`src/rtl/riscv_pkg.sv`:
```
// riscv_pkg: shared RISC-V execution definitions.
//   - ALUOP_WIDTH and the *_OP ALU op code encodings produced by ALU control.
//   - alu_shift_state_t: state of the optional serial shift engine
//     (used only when SERIAL_SHIFT_EN is defined).
//   - is_shift_op(): true for SLL/SRL/SRA.
package riscv_pkg;

  localparam int ALUOP_WIDTH = 4;

  localparam logic [ALUOP_WIDTH-1:0] ADD_OP  = 4'd0;
  localparam logic [ALUOP_WIDTH-1:0] SUB_OP  = 4'd1;
  localparam logic [ALUOP_WIDTH-1:0] SLL_OP  = 4'd2;
  localparam logic [ALUOP_WIDTH-1:0] SLT_OP  = 4'd3;
  localparam logic [ALUOP_WIDTH-1:0] SLTU_OP = 4'd4;
  localparam logic [ALUOP_WIDTH-1:0] XOR_OP  = 4'd5;
  localparam logic [ALUOP_WIDTH-1:0] SRL_OP  = 4'd6;
  localparam logic [ALUOP_WIDTH-1:0] SRA_OP  = 4'd7;
  localparam logic [ALUOP_WIDTH-1:0] OR_OP   = 4'd8;
  localparam logic [ALUOP_WIDTH-1:0] AND_OP  = 4'd9;
  localparam logic [ALUOP_WIDTH-1:0] PASS_OP = 4'd10;
  // Codes 11..15 are unassigned; the ALU returns 0 for them.

  typedef enum logic {
    IDLE  = 1'b0,
    SHIFT = 1'b1
  } alu_shift_state_t;

  function automatic logic is_shift_op(input logic [ALUOP_WIDTH-1:0] op);
    return (op == SLL_OP) || (op == SRL_OP) || (op == SRA_OP);
  endfunction

endpackage

```
`src/rtl/alu_shifter.sv`:
```
// alu_shifter: shift datapath for alu_exec_unit.
//   Macro SERIAL_SHIFT_EN:
//     undefined -> single-cycle barrel shifter, o_done is always 1.
//     defined   -> serial engine, 1 bit per cycle, IDLE/SHIFT FSM.
// Ports:
//   clk, reset   (serial build only) clock, synchronous active-high reset
//   i_valid      (serial build only) a shift beat is sitting in S1
//   i_advance    (serial build only) S1 hands its beat to S2 this cycle
//   i_op         ALU op code (SLL/SRL/SRA select the shift kind)
//   i_data       value to shift
//   i_shamt      shift amount
//   o_result     shifted value
//   o_done       o_result is final for the beat in S1
module alu_shifter
  import riscv_pkg::*;
#(
  parameter int DATA_WIDTH = 32
) (
`ifdef SERIAL_SHIFT_EN
  input  logic                          clk,
  input  logic                          reset,
  input  logic                          i_valid,
  input  logic                          i_advance,
`endif
  input  logic [ALUOP_WIDTH-1:0]        i_op,
  input  logic [DATA_WIDTH-1:0]         i_data,
  input  logic [$clog2(DATA_WIDTH)-1:0] i_shamt,
  output logic [DATA_WIDTH-1:0]         o_result,
  output logic                          o_done
);

`ifdef SERIAL_SHIFT_EN

  localparam int SHAMT_W = $clog2(DATA_WIDTH);

  alu_shift_state_t    r_state;
  alu_shift_state_t    w_state_next;
  logic [DATA_WIDTH-1:0] r_work;
  logic [DATA_WIDTH-1:0] w_step;
  logic [SHAMT_W-1:0]  r_count;
  logic                r_done;   // shift finished but S2 had no room yet
  logic                w_start;
  logic                w_last;

  // A beat starts shifting once, on its first cycle in S1; r_done stops a
  // finished-but-stalled beat from restarting.
  assign w_start = i_valid && (r_state == IDLE) && !r_done && (i_shamt != '0);
  // The final bit is applied combinationally so the result can leave S1 in
  // the same cycle the counter expires: total latency 2 + shamt.
  assign w_last  = (r_state == SHIFT) && (r_count == SHAMT_W'(1));

  always_comb begin
    w_step = r_work;
    case (i_op)
      SLL_OP:  w_step = {r_work[DATA_WIDTH-2:0], 1'b0};
      SRL_OP:  w_step = {1'b0, r_work[DATA_WIDTH-1:1]};
      SRA_OP:  w_step = {r_work[DATA_WIDTH-1], r_work[DATA_WIDTH-1:1]};
      default: w_step = r_work;
    endcase
  end

  // State register
  always_ff @(posedge clk) begin
    if (reset) r_state <= IDLE;
    else       r_state <= w_state_next;
  end

  // Next-state logic
  always_comb begin
    w_state_next = r_state;
    case (r_state)
      IDLE:    if (w_start) w_state_next = SHIFT;
      SHIFT:   if (w_last)  w_state_next = IDLE;
      default: w_state_next = IDLE;
    endcase
  end

  // Output logic
  always_comb begin
    o_result = i_data;
    o_done   = 1'b0;
    if (i_shamt == '0) begin
      o_result = i_data;
      o_done   = 1'b1;
    end else if (r_state == SHIFT) begin
      o_result = w_step;
      o_done   = w_last;
    end else if (r_done) begin
      o_result = r_work;
      o_done   = 1'b1;
    end
  end

  // Working register and bit counter
  always_ff @(posedge clk) begin
    if (reset) begin
      r_work  <= '0;
      r_count <= '0;
      r_done  <= 1'b0;
    end else begin
      if (w_start) begin
        r_work  <= i_data;
        r_count <= i_shamt;
      end else if (r_state == SHIFT) begin
        r_work  <= w_step;
        r_count <= r_count - 1'b1;
      end
      if (i_advance)
        r_done <= 1'b0;
      else if (w_last)
        r_done <= 1'b1;
    end
  end

`else

  always_comb begin
    o_result = '0;
    case (i_op)
      SLL_OP:  o_result = i_data << i_shamt;
      SRL_OP:  o_result = i_data >> i_shamt;
      SRA_OP:  o_result = $signed(i_data) >>> i_shamt;
      default: o_result = '0;
    endcase
  end

  assign o_done = 1'b1;

`endif

endmodule

```
`src/rtl/alu_exec_unit.sv`:
```
// alu_exec_unit: EX-stage ALU with a 2-stage valid/ready pipeline
// (S1 input register, S2 output register). Full throughput of one beat per
// cycle, fill latency 2 cycles. Tag is carried through untouched.
// Macro SERIAL_SHIFT_EN selects the serial shift engine in alu_shifter
// (shift latency 2 + shamt); undefined gives a barrel shifter.
// Ports:
//   clk, reset          clock, synchronous active-high reset
//   i_valid / o_ready   input handshake
//   i_ALUOp             op code (riscv_pkg encodings)
//   i_op1, i_op2        operands; shift amount is i_op2[$clog2(DATA_WIDTH)-1:0]
//   i_tag               sideband tag
//   o_valid / i_ready   output handshake
//   o_result, o_tag     result beat
//   o_zero              o_result == 0
module alu_exec_unit
  import riscv_pkg::*;
#(
  parameter int DATA_WIDTH = 32,
  parameter int TAG_WIDTH  = 4
) (
  input  logic                   clk,
  input  logic                   reset,
  input  logic                   i_valid,
  output logic                   o_ready,
  input  logic [ALUOP_WIDTH-1:0] i_ALUOp,
  input  logic [DATA_WIDTH-1:0]  i_op1,
  input  logic [DATA_WIDTH-1:0]  i_op2,
  input  logic [TAG_WIDTH-1:0]   i_tag,
  output logic                   o_valid,
  input  logic                   i_ready,
  output logic [DATA_WIDTH-1:0]  o_result,
  output logic [TAG_WIDTH-1:0]   o_tag,
  output logic                   o_zero
);

  localparam int SHAMT_W = $clog2(DATA_WIDTH);

  // S1
  logic                   r_s1_valid;
  logic [ALUOP_WIDTH-1:0] r_s1_op;
  logic [DATA_WIDTH-1:0]  r_s1_op1;
  logic [DATA_WIDTH-1:0]  r_s1_op2;
  logic [TAG_WIDTH-1:0]   r_s1_tag;
  // S2
  logic                   r_s2_valid;
  logic [DATA_WIDTH-1:0]  r_result;
  logic [TAG_WIDTH-1:0]   r_tag;
  logic                   r_zero;

  logic                   w_in_fire;
  logic                   w_out_fire;
  logic                   w_s1_is_shift;
  logic                   w_s1_done;
  logic                   w_s1_advance;
  logic [DATA_WIDTH-1:0]  w_shift_result;
  logic                   w_shift_done;
  logic [DATA_WIDTH-1:0]  w_alu_result;

  assign w_s1_is_shift = is_shift_op(r_s1_op);
  assign w_s1_done     = !w_s1_is_shift || w_shift_done;
  assign w_out_fire    = r_s2_valid && i_ready;
  assign w_s1_advance  = r_s1_valid && w_s1_done && (!r_s2_valid || i_ready);
  assign o_ready       = !r_s1_valid || w_s1_advance;
  assign w_in_fire     = i_valid && o_ready;

  alu_shifter #(
    .DATA_WIDTH (DATA_WIDTH)
  ) u_shifter (
`ifdef SERIAL_SHIFT_EN
    .clk       (clk),
    .reset     (reset),
    .i_valid   (r_s1_valid && w_s1_is_shift),
    .i_advance (w_s1_advance),
`endif
    .i_op      (r_s1_op),
    .i_data    (r_s1_op1),
    .i_shamt   (r_s1_op2[SHAMT_W-1:0]),
    .o_result  (w_shift_result),
    .o_done    (w_shift_done)
  );

  always_comb begin
    w_alu_result = '0;
    case (r_s1_op)
      ADD_OP:  w_alu_result = r_s1_op1 + r_s1_op2;
      SUB_OP:  w_alu_result = r_s1_op1 - r_s1_op2;
      SLL_OP,
      SRL_OP,
      SRA_OP:  w_alu_result = w_shift_result;
      SLT_OP:  w_alu_result[0] = $signed(r_s1_op1) < $signed(r_s1_op2);
      SLTU_OP: w_alu_result[0] = r_s1_op1 < r_s1_op2;
      XOR_OP:  w_alu_result = r_s1_op1 ^ r_s1_op2;
      OR_OP:   w_alu_result = r_s1_op1 | r_s1_op2;
      AND_OP:  w_alu_result = r_s1_op1 & r_s1_op2;
      PASS_OP: w_alu_result = r_s1_op2;
      default: w_alu_result = '0;
    endcase
  end

  // S1: a load wins over a drain, so accept + advance in one cycle keeps it full.
  always_ff @(posedge clk) begin
    if (reset) begin
      r_s1_valid <= 1'b0;
      r_s1_op    <= '0;
      r_s1_op1   <= '0;
      r_s1_op2   <= '0;
      r_s1_tag   <= '0;
    end else if (w_in_fire) begin
      r_s1_valid <= 1'b1;
      r_s1_op    <= i_ALUOp;
      r_s1_op1   <= i_op1;
      r_s1_op2   <= i_op2;
      r_s1_tag   <= i_tag;
    end else if (w_s1_advance) begin
      r_s1_valid <= 1'b0;
    end
  end

  // S2: result/tag only change on an S1 move, which requires S2 empty or
  // firing, so a stalled beat is held stable.
  always_ff @(posedge clk) begin
    if (reset) begin
      r_s2_valid <= 1'b0;
      r_result   <= '0;
      r_tag      <= '0;
      r_zero     <= 1'b1;
    end else if (w_s1_advance) begin
      r_s2_valid <= 1'b1;
      r_result   <= w_alu_result;
      r_tag      <= r_s1_tag;
      r_zero     <= (w_alu_result == '0);
    end else if (w_out_fire) begin
      r_s2_valid <= 1'b0;
    end
  end

  assign o_valid  = r_s2_valid;
  assign o_result = r_result;
  assign o_tag    = r_tag;
  assign o_zero   = r_zero;

endmodule
```
`config.mk`:
```
export PLATFORM = sky130hd
export DESIGN_NAME = alu_exec_unit
export DESIGN_NICKNAME = d
export VERILOG_FILES = /design/src/rtl/riscv_pkg.sv /design/src/rtl/alu_shifter.sv /design/src/rtl/alu_exec_unit.sv
export SDC_FILE = /design/constraint.sdc
export NUM_CORES = 1
export LEC_CHECK = 0
export ABC_AREA = 1
export CAP_MARGIN = 10
export CORE_AREA = 2 2 182 184
export CTS_BUF_LIST = sky130_fd_sc_hd__clkbuf_4
export DETAILED_ROUTE_END_ITERATION = 7
export DIE_AREA = 0 0 184 186
export PLACE_DENSITY_LB_ADDON = 0.08
export SYNTH_ARGS = -nofsm -noshare
export SYNTH_HDL_FRONTEND = slang
export SYNTH_SLANG_ARGS = --single-unit
```
`constraint.sdc`:
```
create_clock -name clk -period 3.9 [get_ports clk]
set_input_delay 0.585 -clock clk [delete_from_list [all_inputs] [get_ports clk]]
set_output_delay 0.585 -clock clk [all_outputs]
set_load 0.01 [all_outputs]
```
Word-level counts from Yosys, hierarchy flattened --
Index checks and enable logic that the tools add are counted. Widths: inputs -> output; s select.
Cells by class: add/subtract/negate cells 2, multipliers 0, divide/modulo/power cells 0, magnitude comparators 2, eq/ne operators 10, shifts and indexed selects 3, mux-type cells 7, bitwise logic cells 3, reduce and logical (&&, ||, !) cells 12
Operators by type and width (number):
- $pmux 31 s7 | 1
- $pmux 32 s3 | 1
- $lt 32x32->1 | 2
- $add 32x32->32 | 1
- $and 32x32->32 | 1
- $logic_not 32->1 | 1
- $or 32x32->32 | 1
- $shl 32x5->32 | 1
- $shr 32x5->32 | 1
- $sshr 32x5->32 | 1
- $sub 32x32->32 | 1
- $xor 32x32->32 | 1
- $eq 4x3->1 const B | 4
- $eq 4x4->1 const B | 3
- $pmux 1 s9 | 1
- $eq 4x2->1 const B | 2
- $eq 4x1->1 const B | 1
- $logic_not 4->1 | 1
- $mux 1 | 4
- $reduce_bool 2->1 | 2
- $logic_and 1x1->1 | 3
- $reduce_or 3->1 | 1
- $logic_not 1->1 | 2
- $logic_or 1x1->1 | 2
Storage, ports and cells: bits in registers 111, bits in latches 0, RAM bits 0, memory bits (read-only) 0, input bits 76, output and inout port bits 39, logic and storage cells 48, memories kept 0

Logic depth before layout (Yosys ltp) --
Gate-level depths: netlist of run 1.
depth after elaboration 6, depth in mapped cells 25, mapped depth without buffers 21

By module --
Synthesis of run 1 repeated with hierarchy kept, for this count alone.
Unflattened totals: cells, all modules 2660, area total of the unflattened synthesis 14910.6 sq um
Modules (own cells, without submodules):
- alu_exec_unit | instances 1, cells each 1876, area each 11199.5 sq um, seq. area each 2222.1 sq um
- alu_shifter | instances 1, cells each 784, area each 3711.1 sq um, seq. area each 0.0 sq um

Least setup slack after synthesis of run 1 --
Ideal clock, no wire load.
path type register to register, from register r_s1_op2[4], to register r_zero, in the netlist o_zero, library setup time 0.059 ns, arrival time 2.718 ns, required time 3.841 ns, setup slack 1.123 ns, cell stages (with the launch flop) 22, buffers on the path 4, period minus slack after synthesis 2.777 ns, path through dfxtp_1 > buf_2 > inv_1 > buf_2 > buf_1 > ha_1 > buf_6 > nor2_1 > nand4_1 > nand2_1 > nand2_1 > nand2_1 > nand2_1 > nand2_1 > nor2_1 > nor2_2 > nand3_1 > nor2_1 > nand2_1 > nor2_1 > nand4_1 > nand2_1
On the way: word-level cells in the longest chain between the ends 4, elaborated cells between the ends (all ways) 14, classes of those cells add/sub (2); order compare (2); shift (3); mux (3); bitwise (3); reduce/logical (1)
RTL lines:
- start: declaration | line alu_exec_unit.sv:42 | logic [DATA_WIDTH-1:0] r_s1_op2;
- start signal: assignment | line alu_exec_unit.sv:112 | r_s1_op2 <= i_op2;
- branches (longest 3 deep; another with $sub 32x32->32)
- $logic_not 32->1 (*) | line alu_exec_unit.sv:131 | r_zero <= (w_alu_result == '0);
- end signal: assignment | line alu_exec_unit.sv:131
- end: declaration | line alu_exec_unit.sv:48 | logic r_zero;
Every way passes the cells marked *. A chain may end at the register's enable or synchronous reset.

Final worst setup path of run 1 --
from register r_s1_op2[3], to register r_zero, in the netlist o_zero
Same word-level chain as after synthesis.

==> run_summary.xml, run 1 <==
<?xml version="1.0" encoding="UTF-8"?>
<metrics>
  <group name="synth">
    <metric name="synthMuxAreaShare" unit="">0</metric>
    <metric name="synth_adder_area_share" unit="">0.0938</metric>
    <metric name="synth-seq-area-share" unit="">0.155</metric>
    <metric name="yosys_warnings" unit="">0</metric>
    <metric name="post_synth_num_cell_types" unit="">47</metric>
    <metric name="synth_seq_cells" unit="">111</metric>
    <metric name="synth_fp_nets" unit="">2772</metric>
    <metric name="synthFlopType" unit="">dfxtp_1</metric>
    <metric name="synth_enable_flop_cells" unit="">0</metric>
    <metric name="compound_cell_area_share_of_the_yosys_netlist" unit="">0.147</metric>
    <metric name="post_synth_inst_count" unit="">2590</metric>
    <metric name="synth_top_area_share" unit="">0.191</metric>
    <metric name="main_combinational_cell_family_by_area_after_synthesis" unit="">simple AND/OR/NAND/NOR gates</metric>
    <metric name="synth_simple_gate_area_frac" unit="">0.474</metric>
    <metric name="synth_top_cell_by_area" unit="">nand2_1</metric>
    <metric name="synth_area_leaders" unit="">nand2_1 (19%), nand3_1 (16%), dfxtp_1 (16%), ha_1 (9.1%), inv_1 (7.5%)</metric>
    <metric name="synth_area_per_cell" unit="µm²">5.52</metric>
    <metric name="synth_async_sr_flop_share" unit="">0</metric>
    <metric name="post_synth_instance_area" unit="µm²">14300</metric>
    <metric name="synth_xor_xnor_area_share" unit="">0</metric>
  </group>
  <group name="layout">
    <metric name="final_layout_size_suffix_gt1_frac" unit="">0.0548</metric>
    <metric name="fillers" unit="">3553</metric>
    <metric name="layout_commonest_cell" unit="">nand2_1</metric>
    <metric name="layout_common_cells" unit="">nand2_1 (728), nand3_1 (447), inv_1 (286)</metric>
    <metric name="final_nets" unit="">2806</metric>
    <metric name="fin_util" unit="">0.490</metric>
    <metric name="areaGrowthSynthToFinish" unit="%">10.5</metric>
  </group>
  <group name="worst_setup_path">
    <metric name="critical_path.max_stage_delay" unit="ns">0.48</metric>
    <metric name="worst-setup-path-type" unit="">reg -&gt; reg</metric>
    <metric name="setup.worst_path.start_class" unit="">register</metric>
    <metric name="number_of_cells_on_the_critical_path" unit="">19</metric>
    <metric name="critical_path.reg2reg.endpoint" unit="">o_zero</metric>
    <metric name="worst_path_dominant_cell_family" unit="">simple AND/OR/NAND/NOR gates</metric>
    <metric name="worst_ep_required_time" unit="ns">4.46</metric>
    <metric name="critPathArrivalTime" unit="ns">4.22</metric>
    <metric name="setup.worst_path.end" unit="">o_zero</metric>
    <metric name="reg2reg_depth" unit="">19</metric>
    <metric name="crit_start" unit="">r_s1_op2[3]</metric>
    <metric name="crit_path_cell_trace" unit="">clkinv_1 &gt; ha_2 &gt; nand2_1 &gt; nor2_2 &gt; nand2_1 &gt; nand2_1 &gt; nand2_1 &gt; nand3_1 &gt; nand2_1 &gt; nor2_2 &gt; nand2_1 &gt; nor2_1 &gt; buf_4 &gt; nand2_1 &gt; nor2_1 &gt; nand2_1 &gt; nor2_1 &gt; nand4_1 &gt; nand2_1</metric>
    <metric name="timing.critical_path.to_type" unit="">register</metric>
    <metric name="regToRegStartpoint" unit="">r_s1_op2[3]</metric>
    <metric name="r2r_slack" unit="ns">0.24</metric>
    <metric name="cp_max_fo" unit="">7</metric>
    <metric name="crit_slowest_cell" unit="">ha_2</metric>
    <metric name="timing.critical_path.buf_inv" unit="">2</metric>
    <metric name="critPathMostFrequentCell" unit="">nand2_1</metric>
  </group>
  <group name="power_and_ir_drop">
    <metric name="comb_power_share" unit="">0.548</metric>
    <metric name="power_density" unit="nW/µm²">281</metric>
    <metric name="p_int" unit="µW">2150</metric>
    <metric name="power.switching" unit="µW">2290</metric>
    <metric name="power.clock.fraction" unit="">0.153</metric>
    <metric name="ir_worst_vdd" unit="mV">0.206</metric>
    <metric name="switching_share" unit="">0.516</metric>
    <metric name="leakagePower" unit="µW">0.00789</metric>
    <metric name="power.sequential.fraction" unit="">0.299</metric>
  </group>
  <group name="die">
    <metric name="placeable_core_region" unit="µm²">32200</metric>
    <metric name="ports" unit="">115</metric>
    <metric name="starting_density_of_the_core" unit="">0.444</metric>
    <metric name="dieArea" unit="µm²">34200</metric>
    <metric name="row_count" unit="">66</metric>
    <metric name="die_width" unit="µm">184</metric>
    <metric name="vertical_extent_of_the_die" unit="µm">186</metric>
  </group>
  <group name="detailed_routing">
    <metric name="vias" unit="">18400</metric>
    <metric name="avgRoutedWirePerCell" unit="µm">23.6</metric>
    <metric name="routed_wirelength" unit="µm">71700</metric>
    <metric name="drt_drc_violations_left" unit="">0</metric>
    <metric name="antenna_left" unit="">0</metric>
    <metric name="drt_first_pass_iters" unit="">8</metric>
    <metric name="post_drt_via_cell_ratio" unit="">6.05</metric>
    <metric name="drt_iter0_markers" unit="">2535</metric>
  </group>
  <group name="global_routing">
    <metric name="grt_max_degree" unit="">77</metric>
    <metric name="first_global_vias" unit="">16800</metric>
    <metric name="grt_antenna_before_repair" unit="">5</metric>
    <metric name="grt_overflow_total" unit="">0</metric>
    <metric name="grt_first_pass_wirelength" unit="µm">104000</metric>
    <metric name="groute.usage.overall" unit="">0.415</metric>
  </group>
  <group name="cts">
    <metric name="clock_pin_slew_of_the_registers_on_the_worst_case_setup_and_hold_paths" unit="ns">0.20</metric>
    <metric name="clock-sinks" unit="">111</metric>
    <metric name="numCtsBuffers" unit="">9</metric>
    <metric name="clk_path_buf_depth" unit="">2</metric>
    <metric name="clock_latency" unit="ns">0.59</metric>
    <metric name="tritoncts_clock_tree" unit="">yes</metric>
    <metric name="cts.htree.levels" unit="">3</metric>
    <metric name="cts_root_buffer" unit="">clkbuf_4</metric>
  </group>
  <group name="min_path">
    <metric name="hp-class" unit="">reg -&gt; reg</metric>
    <metric name="worstHoldPathCells" unit="">2</metric>
    <metric name="launch_point_of_the_worst_hold_path" unit="">r_s1_tag[1]</metric>
  </group>
  <group name="timing">
    <metric name="timing.final.hold_violations" unit="">0</metric>
    <metric name="max_slew_margin" unit="">0.339</metric>
    <metric name="rsz_0062_raised_after_global_routing" unit="">false</metric>
    <metric name="fin_worst_skew" unit="ns">0.0236</metric>
    <metric name="number_of_pins_exceeding_their_max_slew_limit_in_the_final_report" unit="">0</metric>
    <metric name="fmax" unit="GHz">0.273</metric>
    <metric name="finalSetupTns" unit="ns">0</metric>
    <metric name="final.min_clock_period" unit="ns">3.66</metric>
    <metric name="report.final.setup_viol" unit="">0</metric>
    <metric name="worstMarginPinSlew" unit="ns">0.987</metric>
    <metric name="min_period_over_period" unit="">0.939</metric>
    <metric name="timing.final.ws_setup" unit="ns">0.238</metric>
  </group>
  <group name="placed_design">
    <metric name="preCtsSetupSlack" unit="ns">0.0737</metric>
    <metric name="finalWeightedCongestion" unit="">1.09</metric>
    <metric name="buffer_ports.inserted" unit="">114</metric>
    <metric name="dpl.hpwl" unit="µm">57200</metric>
  </group>
  <group name="outcome">
    <metric name="result_of_the_run" unit="">finished clean</metric>
  </group>
  <group name="flow_run">
    <metric name="maxCapViolations" unit="">0</metric>
  </group>
</metrics>
routing by layer:
metal	GRT usage	share of wire	up-vias
met3	0.0953	0.11	219
met5	0	0.00071	-
met2	0.644	0.43	1099
li1	-	-	8543
met1	0.537	0.40	8524
met4	0.213	0.057	8
worst reg2reg max path: stages (launching register included):
cell and delay [ns]:
dfxtp_1 0.42, clkinv_1 0.20, ha_2 0.48, nand2_1 0.15, nor2_2 0.26, nand2_1 0.11
nand2_1 0.20, nand2_1 0.08, nand3_1 0.07, nand2_1 0.08, nor2_2 0.29, nand2_1 0.16
nor2_1 0.17, buf_4 0.14, nand2_1 0.05, nor2_1 0.26, nand2_1 0.19, nor2_1 0.13
nand4_1 0.10, nand2_1 0.08
registers in the layout, summed over array words and instances, names as in the netlist:
name,cells
o_zero,1
r_s1_valid,1
r_s1_op1,32
r_s1_op,4
o_tag,4
o_valid,1
r_s1_tag,4
o_result,32
r_s1_op2,32
power groups by stage:
stage          clock (µW)  sequential, µW  combinational, µW
2_1_floorplan           0            1320               1470
3_3_place_gp            0            1340               2320
3_5_place_dp            0            1340               2320
4_1_cts               694            1320               2330
5_1_grt               728            1340               2620
6_report              680            1330               2430
cell families after synthesis:
kind of cell / Yosys count
buf+inv: 433
compound gates: 386
fa+ha+maj: 106
flops: 111
simple gates: 1554
synthesized netlist by cell type (12+ instances only):
cell type    n
a21oi_1    151
buf_2       54
buf_6       16
clkbuf_1    46
dfxtp_1    111
ha_1       104
inv_1      287
nand2_1    729
nand2_2     26
nand3_1    448
nand4_1     44
nor2_1     252
nor3_1      16
o211ai_1    17
o21ai_0    145
o21ai_1     14
o21bai_1    12
o22ai_1     29
worst min-delay path by stage:
stage                        endpoint  slack (ns)
after global placement    r_s1_tag[3]        0.46
final                     r_s1_tag[1]        0.51
after detailed placement  r_s1_tag[3]        0.47
after CTS                 r_s1_tag[1]        0.50
after global routing         o_tag[0]        0.53
after floorplan           r_s1_tag[0]        0.45
area by class of cell:
cell class	count	area, µm²	share of cell area
timing repair buffer	154	1520	0.0960
antenna	3	7.51	0.000475
clock inverter	7	78.8	0.00499
sequential	111	2230	0.141
inverter	302	1140	0.0721
multi-input combinational	2046	10200	0.649
clock buffer	9	67.6	0.00428
tap	408	510	0.0323
per-stage QoR:
| step | hold slack [ns] | area [µm²] | power, µW | std cells |
|---|---|---|---|---|
| final | 0.506 | 15800 | 4440 | 3040 |
| after floorplan | 0.450 | 14300 | 2800 | 2590 |
| after CTS | 0.504 | 15800 | 4340 | 3037 |
| after global routing | 0.525 | 15800 | 4680 | 3040 |
| after global placement | 0.456 | 15600 | 3650 | 3021 |
| after detailed placement | 0.470 | 15600 | 3660 | 3021 |
timing repair:
action | in CTS | in global routing
resized for setup | 0 | 12
buffers inserted | 0 | 0
hold buffers | 0 | 0
endpoints found under the setup margin | 0 | 1
Power figures use the tool's default switching activity.
==> run 2, diff against run 1 <==
- CORE_AREA: 2 2 182 184 -> 2 2 200 202
- DIE_AREA: 0 0 184 186 -> 0 0 202 204
==> run 2 against run 1 <==
Compared with the run above: global-route usage down 5.4 points; clock power fell by 6.9%; highest routed layer unchanged; non-clock buffer count grew 14; register-to-register slack improved by 0.05 ns; critical endpoint unchanged; via count fell by 1.6%; utilization down 8.3 points; critical path depth is the same; fmax up 1.5%; first-iteration DRC count fell by 29%.
==> run_summary.xml, run 2 (same netlist as run 1, synthesis figures left out) <==
<?xml version="1.0" encoding="UTF-8"?>
<metrics>
  <group name="global_routing">
    <metric name="groute.usage.overall" unit="">0.361</metric>
    <metric name="grt_first_pass_wirelength" unit="µm">110000</metric>
    <metric name="first_global_vias" unit="">17200</metric>
    <metric name="grt_overflow_total" unit="">0</metric>
    <metric name="grt_max_degree" unit="">73</metric>
    <metric name="grt_antenna_before_repair" unit="">5</metric>
  </group>
  <group name="cts">
    <metric name="clock-sinks" unit="">111</metric>
    <metric name="clock_pin_slew_of_the_registers_on_the_worst_case_setup_and_hold_paths" unit="ns">0.20</metric>
    <metric name="post_cts_resize_count" unit="">0</metric>
    <metric name="numCtsBuffers" unit="">9</metric>
    <metric name="tritoncts_clock_tree" unit="">yes</metric>
    <metric name="clock_latency" unit="ns">0.62</metric>
    <metric name="cts-hold-fix-buffers" unit="">0</metric>
    <metric name="clk_path_buf_depth" unit="">2</metric>
    <metric name="cts_root_buffer" unit="">clkbuf_4</metric>
    <metric name="cts.htree.levels" unit="">3</metric>
    <metric name="post_cts.repair.setup_buffers" unit="">0</metric>
  </group>
  <group name="placed_design">
    <metric name="dpl.hpwl" unit="µm">62000</metric>
    <metric name="finalWeightedCongestion" unit="">1.03</metric>
    <metric name="preCtsSetupSlack" unit="ns">0.437</metric>
    <metric name="place_area" unit="µm²">15800</metric>
    <metric name="buffer_ports.inserted" unit="">114</metric>
  </group>
  <group name="detailed_routing">
    <metric name="post_drt_via_cell_ratio" unit="">5.71</metric>
    <metric name="vias" unit="">18100</metric>
    <metric name="drt_drc_violations_left" unit="">0</metric>
    <metric name="antenna_left" unit="">0</metric>
    <metric name="routed_wirelength" unit="µm">75900</metric>
    <metric name="drt_iter0_markers" unit="">1799</metric>
    <metric name="drt_first_pass_iters" unit="">7</metric>
    <metric name="avgRoutedWirePerCell" unit="µm">23.9</metric>
  </group>
  <group name="worst_setup_path">
    <metric name="setup.worst_path.end" unit="">o_zero</metric>
    <metric name="critical_path.reg2reg.endpoint" unit="">o_zero</metric>
    <metric name="critical_path.max_stage_delay" unit="ns">0.49</metric>
    <metric name="crit_start" unit="">r_s1_op2[0]</metric>
    <metric name="crit_path_cell_trace" unit="">buf_4 &gt; ha_1 &gt; inv_1 &gt; fa_1 &gt; nand2_1 &gt; nand2_1 &gt; nand3_1 &gt; nand2_1 &gt; o21ai_0 &gt; a21oi_1 &gt; nor2_1 &gt; nand2_1 &gt; nor2_2 &gt; nand2_1 &gt; nor2_1 &gt; nand2_1 &gt; nor2_1 &gt; nand4_1 &gt; nand2_1</metric>
    <metric name="worst_path_dominant_cell_family" unit="">simple AND/OR/NAND/NOR gates</metric>
    <metric name="crit_slowest_cell" unit="">dfxtp_1</metric>
    <metric name="cp_max_fo" unit="">10</metric>
    <metric name="timing.critical_path.buf_inv" unit="">2</metric>
    <metric name="number_of_cells_on_the_critical_path" unit="">19</metric>
    <metric name="regToRegStartpoint" unit="">r_s1_op2[0]</metric>
    <metric name="timing.critical_path.to_type" unit="">register</metric>
    <metric name="r2r_slack" unit="ns">0.29</metric>
    <metric name="setup.worst_path.start_class" unit="">register</metric>
    <metric name="worst-setup-path-type" unit="">reg -&gt; reg</metric>
    <metric name="reg2reg_depth" unit="">19</metric>
    <metric name="worst_ep_required_time" unit="ns">4.49</metric>
    <metric name="critPathArrivalTime" unit="ns">4.20</metric>
    <metric name="critPathMostFrequentCell" unit="">nand2_1</metric>
  </group>
  <group name="power_and_ir_drop">
    <metric name="ir_worst_vdd" unit="mV">0.172</metric>
    <metric name="switching_share" unit="">0.527</metric>
    <metric name="power_density" unit="nW/µm²">276</metric>
    <metric name="power.switching" unit="µW">2320</metric>
    <metric name="power.sequential.fraction" unit="">0.300</metric>
    <metric name="report.power.total" unit="µW">4410</metric>
    <metric name="power.clock.fraction" unit="">0.144</metric>
    <metric name="p_int" unit="µW">2090</metric>
    <metric name="leakagePower" unit="µW">0.00792</metric>
    <metric name="comb_power_share" unit="">0.556</metric>
  </group>
  <group name="die">
    <metric name="row_count" unit="">73</metric>
    <metric name="vertical_extent_of_the_die" unit="µm">204</metric>
    <metric name="die_width" unit="µm">202</metric>
    <metric name="dieArea" unit="µm²">41200</metric>
    <metric name="ports" unit="">115</metric>
    <metric name="starting_density_of_the_core" unit="">0.365</metric>
    <metric name="placeable_core_region" unit="µm²">39200</metric>
  </group>
  <group name="timing">
    <metric name="max_slew_margin" unit="">0.212</metric>
    <metric name="timing.final.hold_violations" unit="">0</metric>
    <metric name="fin_worst_skew" unit="ns">0.0134</metric>
    <metric name="finalSetupTns" unit="ns">0</metric>
    <metric name="report.final.setup_viol" unit="">0</metric>
    <metric name="final.hold.worst_slack" unit="ns">0.500</metric>
    <metric name="min_period_over_period" unit="">0.925</metric>
    <metric name="fmax" unit="GHz">0.277</metric>
    <metric name="rsz_0062_raised_after_global_routing" unit="">false</metric>
    <metric name="timing.final.ws_setup" unit="ns">0.293</metric>
    <metric name="number_of_pins_exceeding_their_max_slew_limit_in_the_final_report" unit="">0</metric>
    <metric name="final.min_clock_period" unit="ns">3.61</metric>
    <metric name="worstMarginPinSlew" unit="ns">1.18</metric>
  </group>
  <group name="flow_run">
    <metric name="maxCapViolations" unit="">0</metric>
  </group>
  <group name="layout">
    <metric name="layout_common_cells" unit="">nand2_1 (728), nand3_1 (448), inv_1 (286)</metric>
    <metric name="finalInstanceArea" unit="µm²">16000</metric>
    <metric name="areaGrowthSynthToFinish" unit="%">11.7</metric>
    <metric name="final_nets" unit="">2820</metric>
    <metric name="multiInputGateArea" unit="µm²">10200</metric>
    <metric name="final_layout_size_suffix_gt1_frac" unit="">0.0553</metric>
    <metric name="sequential_cell_area" unit="µm²">2220</metric>
    <metric name="layout_commonest_cell" unit="">nand2_1</metric>
    <metric name="fillers" unit="">4472</metric>
  </group>
  <group name="outcome">
    <metric name="result_of_the_run" unit="">finished clean</metric>
  </group>
  <group name="min_path">
    <metric name="hp-class" unit="">reg -&gt; reg</metric>
  </group>
</metrics>
==> run 2: worst min path at each step <==
stage	from	endpoint	slack, ns	cells after the start
6_report	r_s1_tag[2]	r_s1_tag[2]	0.50	2
5_1_grt	i_tag[3]	r_s1_tag[3]	0.52	3
4_1_cts	i_op2[15]	r_s1_op2[15]	0.49	3
3_5_place_dp	r_s1_tag[2]	r_s1_tag[2]	0.47	2
3_3_place_gp	r_s1_tag[1]	r_s1_tag[1]	0.46	2
2_1_floorplan	r_s1_tag[0]	r_s1_tag[0]	0.45	2
==> run 2: area by class of cell <==
cell class | instances | share of cell area
Clock inverter | 6 | 0.00337
Inverter | 302 | 0.0713
Clock buffer | 9 | 0.00423
Timing Repair Buffer | 168 | 0.100
Multi-Input combinational cell | 2046 | 0.640
Antenna cell | 3 | 0.000470
Sequential cell | 111 | 0.139
Tap cell | 525 | 0.0411
==> run 2: power groups by stage <==
stage                     registers (µW)  clock network [µW]  logic [µW]
after floorplan                     1320                   0        1470
after detailed placement            1340                   0        2380
after global routing                1330                 687        2640
after global placement              1340                   0        2390
after CTS                           1320                 655        2390
final                               1320                 633        2450
==> run 2: tightest hold or removal path: stages, from the launching register on <==
cell and delay [ns]:
dfxtp_1 0.35, nor2_1 0.09, nor2_1 0.05
==> run 2: per-stage QoR <==
step           utilization  std cells
3_5_place_dp         0.404       3152
4_1_cts              0.407       3167
2_1_floorplan            -       2590
5_1_grt              0.408       3170
6_report             0.408       3170
3_3_place_gp         0.404       3152
==> run 2: routing by layer <==
metal,vias up,GRT usage,share of wire
met3,131,0.0655,0.085
met4,4,0.140,0.038
met5,-,0,0.00032
li1,8562,-,-
met2,861,0.582,0.45
met1,8537,0.477,0.43
==> run 3, diff against run 2 <==
- CELL_PAD_IN_SITES_DETAIL_PLACEMENT: unset -> 0
- CELL_PAD_IN_SITES_GLOBAL_PLACEMENT: unset -> 1
- CTS_CLUSTER_SIZE: unset -> 14
==> run 3 against run 2 <==
Compared with the run above: first-iteration DRC count grew 13%; highest routed layer is now met4; global-route usage grew 0.88 points; register-to-register slack lost 0.11 ns; critical path type unchanged.
==> run_summary.xml, run 3 (same netlist as run 1, synthesis figures left out) <==
<?xml version="1.0" encoding="UTF-8"?>
<metrics>
  <group name="layout">
    <metric name="fin_util" unit="">0.411</metric>
    <metric name="sequential_cell_area" unit="µm²">2230</metric>
    <metric name="areaGrowthSynthToFinish" unit="%">12.7</metric>
    <metric name="layout_common_cells" unit="">nand2_1 (728), nand3_1 (447), inv_1 (286)</metric>
    <metric name="multiInputGateArea" unit="µm²">10200</metric>
    <metric name="layout_commonest_cell" unit="">nand2_1</metric>
    <metric name="final_nets" unit="">2829</metric>
    <metric name="fillers" unit="">4437</metric>
    <metric name="final_layout_size_suffix_gt1_frac" unit="">0.0611</metric>
  </group>
  <group name="worst_setup_path">
    <metric name="timing.critical_path.to_type" unit="">register</metric>
    <metric name="r2r_slack" unit="ns">0.18</metric>
    <metric name="cp_max_fo" unit="">7</metric>
    <metric name="worst_ep_required_time" unit="ns">4.47</metric>
    <metric name="setup.worst_path.start_class" unit="">register</metric>
    <metric name="worst-setup-path-type" unit="">reg -&gt; reg</metric>
    <metric name="critPathArrivalTime" unit="ns">4.29</metric>
  </group>
  <group name="cts">
    <metric name="cts_root_buffer" unit="">clkbuf_4</metric>
    <metric name="clock-sinks" unit="">111</metric>
    <metric name="post_cts.repair.setup_buffers" unit="">0</metric>
    <metric name="clock_latency" unit="ns">0.65</metric>
    <metric name="numCtsBuffers" unit="">9</metric>
    <metric name="clk_path_buf_depth" unit="">2</metric>
    <metric name="cts-hold-fix-buffers" unit="">0</metric>
    <metric name="cts.htree.levels" unit="">3</metric>
    <metric name="clock_pin_slew_of_the_registers_on_the_worst_case_setup_and_hold_paths" unit="ns">0.19</metric>
    <metric name="tritoncts_clock_tree" unit="">yes</metric>
  </group>
  <group name="die">
    <metric name="starting_density_of_the_core" unit="">0.365</metric>
    <metric name="vertical_extent_of_the_die" unit="µm">204</metric>
    <metric name="dieArea" unit="µm²">41200</metric>
    <metric name="row_count" unit="">73</metric>
    <metric name="ports" unit="">115</metric>
    <metric name="placeable_core_region" unit="µm²">39200</metric>
    <metric name="die_width" unit="µm">202</metric>
  </group>
  <group name="timing">
    <metric name="rsz_0062_raised_after_global_routing" unit="">false</metric>
    <metric name="number_of_pins_exceeding_their_max_slew_limit_in_the_final_report" unit="">0</metric>
    <metric name="timing.final.ws_setup" unit="ns">0.179</metric>
    <metric name="report.final.setup_viol" unit="">0</metric>
    <metric name="fin_worst_skew" unit="ns">0.0389</metric>
    <metric name="worstMarginPinSlew" unit="ns">0.868</metric>
    <metric name="fmax" unit="GHz">0.269</metric>
    <metric name="min_period_over_period" unit="">0.954</metric>
    <metric name="final.min_clock_period" unit="ns">3.72</metric>
    <metric name="max_slew_margin" unit="">0.421</metric>
    <metric name="finalSetupTns" unit="ns">0</metric>
    <metric name="timing.final.hold_violations" unit="">0</metric>
  </group>
  <group name="detailed_routing">
    <metric name="vias" unit="">18300</metric>
    <metric name="routed_wirelength" unit="µm">77100</metric>
    <metric name="antenna_left" unit="">0</metric>
    <metric name="drt_drc_violations_left" unit="">0</metric>
    <metric name="drt_iter0_markers" unit="">2026</metric>
    <metric name="drt_first_pass_iters" unit="">6</metric>
    <metric name="avgRoutedWirePerCell" unit="µm">24.2</metric>
    <metric name="post_drt_via_cell_ratio" unit="">5.76</metric>
  </group>
  <group name="global_routing">
    <metric name="groute.usage.overall" unit="">0.370</metric>
    <metric name="first_global_vias" unit="">17400</metric>
    <metric name="grt_antenna_before_repair" unit="">3</metric>
    <metric name="grt_overflow_total" unit="">0</metric>
    <metric name="grt_first_pass_wirelength" unit="µm">112000</metric>
    <metric name="grt_max_degree" unit="">64</metric>
  </group>
  <group name="placed_design">
    <metric name="preCtsSetupSlack" unit="ns">0.0979</metric>
    <metric name="finalWeightedCongestion" unit="">1.04</metric>
    <metric name="buffer_ports.inserted" unit="">114</metric>
    <metric name="dpl.hpwl" unit="µm">62300</metric>
  </group>
  <group name="outcome">
    <metric name="result_of_the_run" unit="">finished clean</metric>
  </group>
  <group name="min_path">
    <metric name="hp-class" unit="">reg -&gt; reg</metric>
  </group>
  <group name="flow_run">
    <metric name="maxCapViolations" unit="">0</metric>
  </group>
  <group name="power_and_ir_drop">
    <metric name="power_density" unit="nW/µm²">276</metric>
    <metric name="ir_worst_vdd" unit="mV">0.153</metric>
    <metric name="leakagePower" unit="µW">0.00799</metric>
  </group>
</metrics>
[run 3: cell type report]
class                   instances  area share
inverters                     302      0.0707
clock inverters                 6     0.00326
repair buffers                177       0.106
flip-flops and latches        111       0.138
well taps                     525      0.0408
multi-input cells            2046       0.636
clock buffers                   9     0.00419
diodes                          5    0.000777
[run 3: through the flow]
stage          cells  total power, µW  instance area [µm²]  hold slack (ns)
2_1_floorplan   2590             2800                14300            0.450
6_report        3181             4440                16100            0.502
5_1_grt         3180             4710                16100            0.526
3_5_place_dp    3161             3760                16000            0.471
4_1_cts         3176             4390                16100            0.502
3_3_place_gp    3161             3770                16000            0.460
[run 3: routing by layer]
metal,track usage,wire length (µm)
met2,0.587,34300
met4,0.151,3240
met1,0.494,33700
met3,0.0657,5890
met5,0,0
[run 3: final timing paths]
path,from,endpoint,cells after the start
setup / recovery,r_s1_op1[3],o_zero,19
setup reg to reg,r_s1_op1[3],o_zero,19
hold reg to reg,r_s1_tag[2],r_s1_tag[2],2
hold / removal,r_s1_tag[2],r_s1_tag[2],2
[run 3: report_power, final]
group / internal, µW / total, µW / switching [µW]
Clock: 136 / 616 / 480
Sequential: 1220 / 1320 / 101
Combinational: 751 / 2500 / 1750
[run 3: critical path, cell delays in order, from the launching register on]
cell	delay [ns]
dfxtp_1	0.55
inv_1	0.13
ha_1	0.49
nand2_1	0.20
nor2_2	0.34
nand2_1	0.13
nand2_1	0.25
nand2_1	0.09
nand3_1	0.08
nand2_1	0.08
nor2_2	0.28
nand2_1	0.12
nor2_1	0.11
buf_4	0.14
nand2_1	0.06
nor2_1	0.09
nand2_1	0.19
nor2_1	0.15
nand4_1	0.10
nand2_1	0.07
[run 3: repair_timing]
action                                 4_1_cts  5_1_grt
resized for setup                            0        7
setup endpoints to repair                    0        1
endpoints found under the hold margin        0        0
